File: config.mk
export PLATFORM = sky130hd
export DESIGN_NAME = bbs_bit_extractor
export DESIGN_NICKNAME = d
export VERILOG_FILES = /design/src/rtl/bbs_pkg.sv /design/src/rtl/bbs_cond_sub.sv /design/src/rtl/bbs_bit_extractor.sv
export SDC_FILE = /design/constraint.sdc
export NUM_CORES = 1
export LEC_CHECK = 0
export ABC_CLOCK_PERIOD_IN_PS = 2400
export CAP_MARGIN = 20
export CORE_MARGIN = 2
export CORE_UTILIZATION = 51
export DETAILED_ROUTE_END_ITERATION = 7
export HOLD_SLACK_MARGIN = 0.06
export PLACE_DENSITY_LB_ADDON = 0.15
export SYNTH_ARGS = -nofsm -noshare
export SYNTH_HDL_FRONTEND = slang
export SYNTH_SLANG_ARGS = --single-unit
File: constraint.sdc
create_clock -name clk -period 2.4 [get_ports clk]
set_input_delay 0.48 -clock clk [delete_from_list [all_inputs] [get_ports clk]]
set_output_delay 0.48 -clock clk [all_outputs]
set_load 0.005 [all_outputs]
File: src/rtl/bbs_pkg.sv
// Shared definitions for the Blum-Blum-Shub bit extractor: FSM encoding,
// watchdog length and parameter legality.
package bbs_pkg;

  typedef enum logic [2:0] {
    ST_IDLE  = 3'd0,
    ST_ISSUE = 3'd1,
    ST_WAIT  = 3'd2,
    ST_PACK  = 3'd3,
    ST_HOLD  = 3'd4
  } state_t;

  // Cycles spent in WAIT before the multiplier is declared dead.
  function automatic int TIMEOUT_CYCLES(input int m);
    return 4 * (m + 2);
  endfunction

  function automatic bit params_legal(input int m, input int w, input int k);
    return (k >= 1) && (k <= m) && ((w % k) == 0);
  endfunction

endpackage

File: src/rtl/bbs_cond_sub.sv
// Conditional subtraction r = (val >= n) ? val - n : val for an (M+2)-bit value
// nominally in [0, 2n); ge2n flags inputs outside that range.
module bbs_cond_sub #(
  parameter int M = 8
) (
  input  logic [M+1:0] val,
  input  logic [M-1:0] n,
  output logic [M-1:0] r,
  output logic         ge2n
);

  logic ge_n_s;

  // Single subtraction; the low M bits of val - n are exact whenever val < 2n.
  always_comb begin
    ge_n_s = (val >= {2'b00, n});
    ge2n   = (val >= {1'b0, n, 1'b0});
    if (ge_n_s) begin
      r = val[M-1:0] - n;
    end else begin
      r = val[M-1:0];
    end
  end

endmodule

File: src/rtl/bbs_bit_extractor.sv
// BBS state holder and bit harvester behind a Montgomery squarer.
// Optional WAIT watchdog enabled by defining BBS_TIMEOUT_EN.
module bbs_bit_extractor #(
  parameter int M = 8,
  parameter int W = 8,
  parameter int K = 1
) (
  input  logic           clk,
  input  logic           rst,
  input  logic [M-1:0]   N,
  input  logic [M-1:0]   seed,
  input  logic           seed_load,
  input  logic           run,
  output logic           mmm_start,
  output logic [M-1:0]   mmm_a,
  input  logic           mmm_done,
  input  logic [M+1:0]   mmm_out,
  output logic           rnd_valid,
  input  logic           rnd_ready,
  output logic [W-1:0]   rnd_data,
  output logic           busy,
  output logic           err
);
  import bbs_pkg::*;

  localparam int CNT_W = $clog2(W + 1);

  generate
    if (!params_legal(M, W, K)) begin : g_param_check
      $error("bbs_bit_extractor: need 1 <= K <= M and W a multiple of K");
    end
  endgenerate

`ifdef BBS_TIMEOUT_EN
  localparam int TO_CYC = TIMEOUT_CYCLES(M);
  localparam int WD_W   = $clog2(TO_CYC + 1);
  logic [WD_W-1:0] wd_r;
`endif

  state_t         state_r;
  logic [M-1:0]   x_r;
  logic [W-1:0]   sreg_r;
  logic [CNT_W-1:0] cnt_r;
  logic [1:0]     stale_r;
  logic           mmm_start_r;
  logic           rnd_valid_r;
  logic [W-1:0]   rnd_data_r;
  logic           busy_r;
  logic           err_r;

  logic [M-1:0]   red_s;
  logic           ge2n_s;
  logic           done_live_s;
  logic           stale_dec_s;
  logic           stale_inc_s;
  logic [1:0]     stale_nxt_s;
  logic [W-1:0]   sreg_nxt_s;
  logic [CNT_W-1:0] cnt_nxt_s;
  logic           word_full_s;
  logic           out_free_s;

  bbs_cond_sub #(.M(M)) u_cond_sub (
    .val  (mmm_out),
    .n    (N),
    .r    (red_s),
    .ge2n (ge2n_s)
  );

  // Harvest step and in-flight bookkeeping; stale_r counts dones still owed
  // by aborted requests so they are never mistaken for the current result.
  always_comb begin
    sreg_nxt_s  = (sreg_r << K) | W'(x_r[K-1:0]);
    cnt_nxt_s   = cnt_r + CNT_W'(K);
    word_full_s = (cnt_nxt_s == CNT_W'(W));
    out_free_s  = !rnd_valid_r || rnd_ready;
    done_live_s = mmm_done && (stale_r == 2'd0);
    stale_dec_s = mmm_done && (stale_r != 2'd0);
    stale_inc_s = seed_load && (state_r == ST_WAIT) && !done_live_s;
    if (stale_dec_s && !stale_inc_s) begin
      stale_nxt_s = stale_r - 2'd1;
    end else if (stale_inc_s && !stale_dec_s && (stale_r != 2'd3)) begin
      stale_nxt_s = stale_r + 2'd1;
    end else begin
      stale_nxt_s = stale_r;
    end
  end

  // Main FSM with all outputs registered.
  always_ff @(posedge clk or negedge rst) begin
    if (!rst) begin
      state_r     <= ST_IDLE;
      x_r         <= '0;
      sreg_r      <= '0;
      cnt_r       <= '0;
      stale_r     <= 2'd0;
      mmm_start_r <= 1'b0;
      rnd_valid_r <= 1'b0;
      rnd_data_r  <= '0;
      busy_r      <= 1'b0;
      err_r       <= 1'b0;
`ifdef BBS_TIMEOUT_EN
      wd_r        <= '0;
`endif
    end else begin
      mmm_start_r <= 1'b0;
      stale_r     <= stale_nxt_s;
      if (rnd_valid_r && rnd_ready) begin
        rnd_valid_r <= 1'b0;
      end
      if (seed_load) begin
        x_r     <= seed;
        sreg_r  <= '0;
        cnt_r   <= '0;
        err_r   <= 1'b0;
        busy_r  <= 1'b1;
        state_r <= ST_ISSUE;
      end else begin
        case (state_r)
          ST_IDLE: begin
            busy_r <= 1'b0;
          end
          ST_ISSUE: begin
            if (run) begin
              mmm_start_r <= 1'b1;
              state_r     <= ST_WAIT;
`ifdef BBS_TIMEOUT_EN
              wd_r        <= '0;
`endif
            end else begin
              sreg_r  <= '0;
              cnt_r   <= '0;
              busy_r  <= 1'b0;
              state_r <= ST_IDLE;
            end
          end
          ST_WAIT: begin
            if (done_live_s) begin
              x_r     <= red_s;
              state_r <= ST_PACK;
              if (ge2n_s) begin
                err_r <= 1'b1;
              end
            end
`ifdef BBS_TIMEOUT_EN
            else if (wd_r == WD_W'(TO_CYC - 1)) begin
              err_r   <= 1'b1;
              sreg_r  <= '0;
              cnt_r   <= '0;
              busy_r  <= 1'b0;
              state_r <= ST_IDLE;
            end else begin
              wd_r <= wd_r + WD_W'(1);
            end
`endif
          end
          ST_PACK: begin
            if (word_full_s && out_free_s) begin
              rnd_data_r  <= sreg_nxt_s;
              rnd_valid_r <= 1'b1;
              sreg_r      <= '0;
              cnt_r       <= '0;
              state_r     <= ST_ISSUE;
            end else if (word_full_s) begin
              sreg_r  <= sreg_nxt_s;
              cnt_r   <= cnt_nxt_s;
              state_r <= ST_HOLD;
            end else begin
              sreg_r  <= sreg_nxt_s;
              cnt_r   <= cnt_nxt_s;
              state_r <= ST_ISSUE;
            end
          end
          ST_HOLD: begin
            if (out_free_s) begin
              rnd_data_r  <= sreg_r;
              rnd_valid_r <= 1'b1;
              sreg_r      <= '0;
              cnt_r       <= '0;
              state_r     <= ST_ISSUE;
            end
          end
          default: begin
            busy_r  <= 1'b0;
            state_r <= ST_IDLE;
          end
        endcase
      end
    end
  end

  assign mmm_start = mmm_start_r;
  assign mmm_a     = x_r;
  assign rnd_valid = rnd_valid_r;
  assign rnd_data  = rnd_data_r;
  assign busy      = busy_r;
  assign err       = err_r;

endmodule

==> summary.md <==
| Metric | Value |
|---|---|
| Setup TNS Final | 0 ns |
| Post-detailed-route via-to-cell ratio | 5.546 |
| Critical Path End Type | register |
| PnR Total Power | 1.712 mW |
| H-tree levels | 2 |
| Hold Path Class | in -> async |
| Die extent in y | 73.59 µm |
| Layout cell share with drive strength beyond 1 | 0.2264 |
| Largest net degree at the start of global routing | 38 |
| Count of non-filler cells in the finished layout | 403 |
| Post-route clock period utilization | 0.9829 |
| Final standard cell area without fillers | 3447 µm² |
| Area added between synthesis and finish | 39.56% |
| Final Hold Fails | 0 |
| Num ports | 52 |
| Final-layout fill cell count | 370 |
| DP Area | 3276 µm² |
| Antenna-violating nets left | 0 |
| Via count of the first global-routing pass | 2066 |
| Later-pin clock latency in the skew report | 0.29 ns |
| Root Buffer Master | sky130_fd_sc_hd__clkbuf_8 |
| Standard-cell rows | 25 |
| Pins Over Slew Limit | 0 |
| Setup repair after global routing missed its margin | true |
| Sink Count | 37 |
| Std-Cell Core Area | 4692 µm² |
| Startpoint types | input pin |
| Largest area contributor in the netlist | sky130_fd_sc_hd__dfrtp_1 |
| Result of the run | completed |
| Worst setup startpoint | mmm_out[1] |
| Number of max-cap violations | 0 |
| Max Fanout on Critical Path | 7 |
| Crit path time final | 2.359 ns |
| Count of buffering cells on the critical path with inverters included | 2 |
| Number of antenna violations at the first check in global routing | 0 |
| Synthesized net count | 315 |
| Antenna cells | 0 |
| Largest clock skew in the final design | 0.005952 ns |
| Worst ir drop on vdd | 229.4 µV |
| Highest clock frequency the design can meet | 423.9 MHz |
| Leading cell types in the layout, fill and taps excluded | sky130_fd_sc_hd__clkdlybuf4s50_1 (48), sky130_fd_sc_hd__buf_4 (38), sky130_fd_sc_hd__dfrtp_1 (37), sky130_fd_sc_hd__nor2_1 (32), sky130_fd_sc_hd__a21oi_1 (26) |
| Yosys warnings | 0 |
| Share of flip-flops with an asynchronous set or reset after synthesis | 1.000 |
| Main area contributors after synthesis | sky130_fd_sc_hd__dfrtp_1 (37%), sky130_fd_sc_hd__ha_1 (9.1%), sky130_fd_sc_hd__mux2_2 (5.9%) |
| Number of I/O port buffers | 51 |
| Routability Congestion | 0.9003 |
| Final setup violation count | 0 |
| Area occupied by multi-input gates | 1479 µm² |
| Footprint of the flip-flops and latches | 925.9 µm² |
| Static leakage power | 1.625 nW |
| Post-Synthesis Cells | 264 |
| Final Net Count | 399 |
| Seq/Total Area, Yosys | 0.3749 |
| First-pass iteration count of the detailed router | 4 |
| Critical Path, Cell by Cell | clkdlybuf4s50_1 > inv_1 > fa_2 > nor2b_4 > o31ai_2 > a211o_1 > and3_4 > or3_1 > a21oi_2 |
| Critical path data arrival time | 2.58 ns |
| Combined global-route utilization of all metal layers | 0.2224 |
| Kind of cell adding the most delay to the critical path | simple AND/OR/NAND/NOR gates |
| Die width | 73.59 µm |
| DP Wirelength | 4373 µm |
| Setup Crit Path Kind | in -> reg |
| Detailed-route wire length | 5642 µm |
| Worst r2r src | cnt_r[0] |
| Required time at the endpoint of the critical path | 2.62 ns |
| PD cells | 496.7 nW/µm² |
| Number of unique standard cell types used by synthesis | 45 |
| Worst-path cell with the longest stage delay | sky130_fd_sc_hd__clkdlybuf4s50_1 |
| Fraction of post-synthesis cell area in the top cell type by area | 0.3749 |
| Least-Margin Pin Slew | 0.8308 ns |
| Slowest Stage Delay on Critical Path | 0.48 ns |
| Syn_area_per_cell | 9.356 µm² |
| Leading cell type in the layout, fill and taps excluded | sky130_fd_sc_hd__clkdlybuf4s50_1 |
| Floorplan die area | 5415 µm² |
| Post-placement cell count | 393 |
| Via Count | 2235 |
| Leading register cell type out of synthesis | sky130_fd_sc_hd__dfrtp_1 |
| Wire length of the first global-routing pass | 9266 µm |
| Number of enable flip-flop cells after synthesis | 0 |
| Iteration-0 DRC count of the detailed router | 138 |
| Post-synthesis cell area | 2470 µm² |
| TritonCTS clock tree | done |
| Number of remaining DRC errors | 0 |
| Routed wire per std cell | 14.00 µm |
| CTS buffer count | 5 |
| Clock input transition at the sequential cells of the worst setup and hold paths | 0.07 ns |
| Grt ovf | 0 |
| Worst slew margin relative to its limit | 0.4461 |
| Maximum buffer depth of the clock tree | 2 |
| Effective utilization at floorplan | 0.5264 |
| End-of-flow core utilization | 0.7347 |
| Yosys reg bits | 37 |
-- cell usage after synthesis (all sizes together) (2+ instances only) --
cell and instances:
a211o 2, a211oi 2, a21o 3, a21oi 28
a22o 10, a31oi 3, and3 5, buf 6
clkbuf 6, dfrtp 37, ha 18, inv 14
mux2 21, mux2i 4, nand2 13, nand2b 5
nand3 6, nand4 2, nor2 32, nor2b 5
nor3 5, nor3b 2, nor4 2, o21a 3
o21ai 13, xnor2 4, xor2 2
-- worst paths after layout --
kind | slack, ns | to | depth (start not counted)
hold reg to reg | 0.48 | busy | 1
max in group asynchronous | 1.59 | mmm_a[2] | 1
hold / removal | 0.29 | stale_r[0] | 1
setup reg to reg | 0.14 | rnd_data[0] | 7
setup / recovery | 0.04 | mmm_a[6] | 9
min in group clk | 0.48 | busy | 1
-- power breakdown --
group          leakage [nW]  switching, mW  internal, mW  total, mW
combinational          1.06          0.177         0.229      0.406
sequential            0.498         0.0244         0.647      0.671
clock                0.0681          0.223         0.413      0.635
-- area by class of cell --
class / instances / share of cell area
sequential: 37 / 0.2686
clock buffer: 5 / 0.01996
inverter: 14 / 0.01524
multi-input combinational: 201 / 0.4290
tap: 54 / 0.01960
timing repair buffer: 89 / 0.2287
clock inverter: 3 / 0.01887
-- through the flow --
| stage | hold WS, ns | worst slack [ns] |
|---|---|---|
| 6_report | 0.2866 | 0.04105 |
| 5_1_grt | 0.3450 | -0.06577 |
| 4_1_cts | 0.3064 | 0.01503 |
| 3_5_place_dp | 0.4752 | -0.5574 |
| 3_3_place_gp | 0.4673 | -0.4922 |
| 2_1_floorplan | 0.1844 | 0.006909 |
-- worst reg2reg max path: stages (launching register included) --
cell                      delay, ns
sky130_fd_sc_hd__dfrtp_1       0.43
sky130_fd_sc_hd__ha_1          0.27
sky130_fd_sc_hd__nor2_1        0.10
sky130_fd_sc_hd__nand2_1       0.07
sky130_fd_sc_hd__o21ai_2       0.10
sky130_fd_sc_hd__or3b_1        0.37
sky130_fd_sc_hd__a211o_2       0.47
sky130_fd_sc_hd__mux2_4        0.34
-- state kept, by name, indices dropped and copies added, names as in the netlist --
name       cells
sreg_r         8
busy           1
err            1
rnd_data       8
mmm_start      1
state_r        3
mmm_a          8
rnd_valid      1
stale_r        2
cnt_r          4
-- kinds of logic (layout without fill, tap and decap cells) --
family,count (synthesis),count (layout),share of synthesized area
XOR/XNOR,6,6,0.02128
adder cells (fa/ha/maj),19,19,0.09929
flip-flops,37,37,0.3749
AO/OA/AOI/OAI,70,70,0.1778
multiplexers,25,25,0.1241
buffers and inverters,26,111,0.04559
AND/OR/NAND/NOR,81,81,0.1570
-- what timing repair did --
action,in CTS,in global routing
pin swaps,3,3
hold buffers,0,0
setup buffers,2,0
setup endpoints to repair,8,13
gates cloned,0,0
gates resized for setup,9,2
-- metal layers --
metal / vias to the layer above / GRT usage / wire, µm / part of all wire
li1: 1106 / - / - / -
met5: - / 0 / 0 / 0
met2: 66 / 0.3859 / 2830 / 0.50
met1: 1056 / 0.2758 / 2535 / 0.45
met4: 0 / 0.06869 / 72 / 0.013
met3: 7 / 0.04664 / 203 / 0.036
Note: power is estimated with default switching activity, not from simulation.
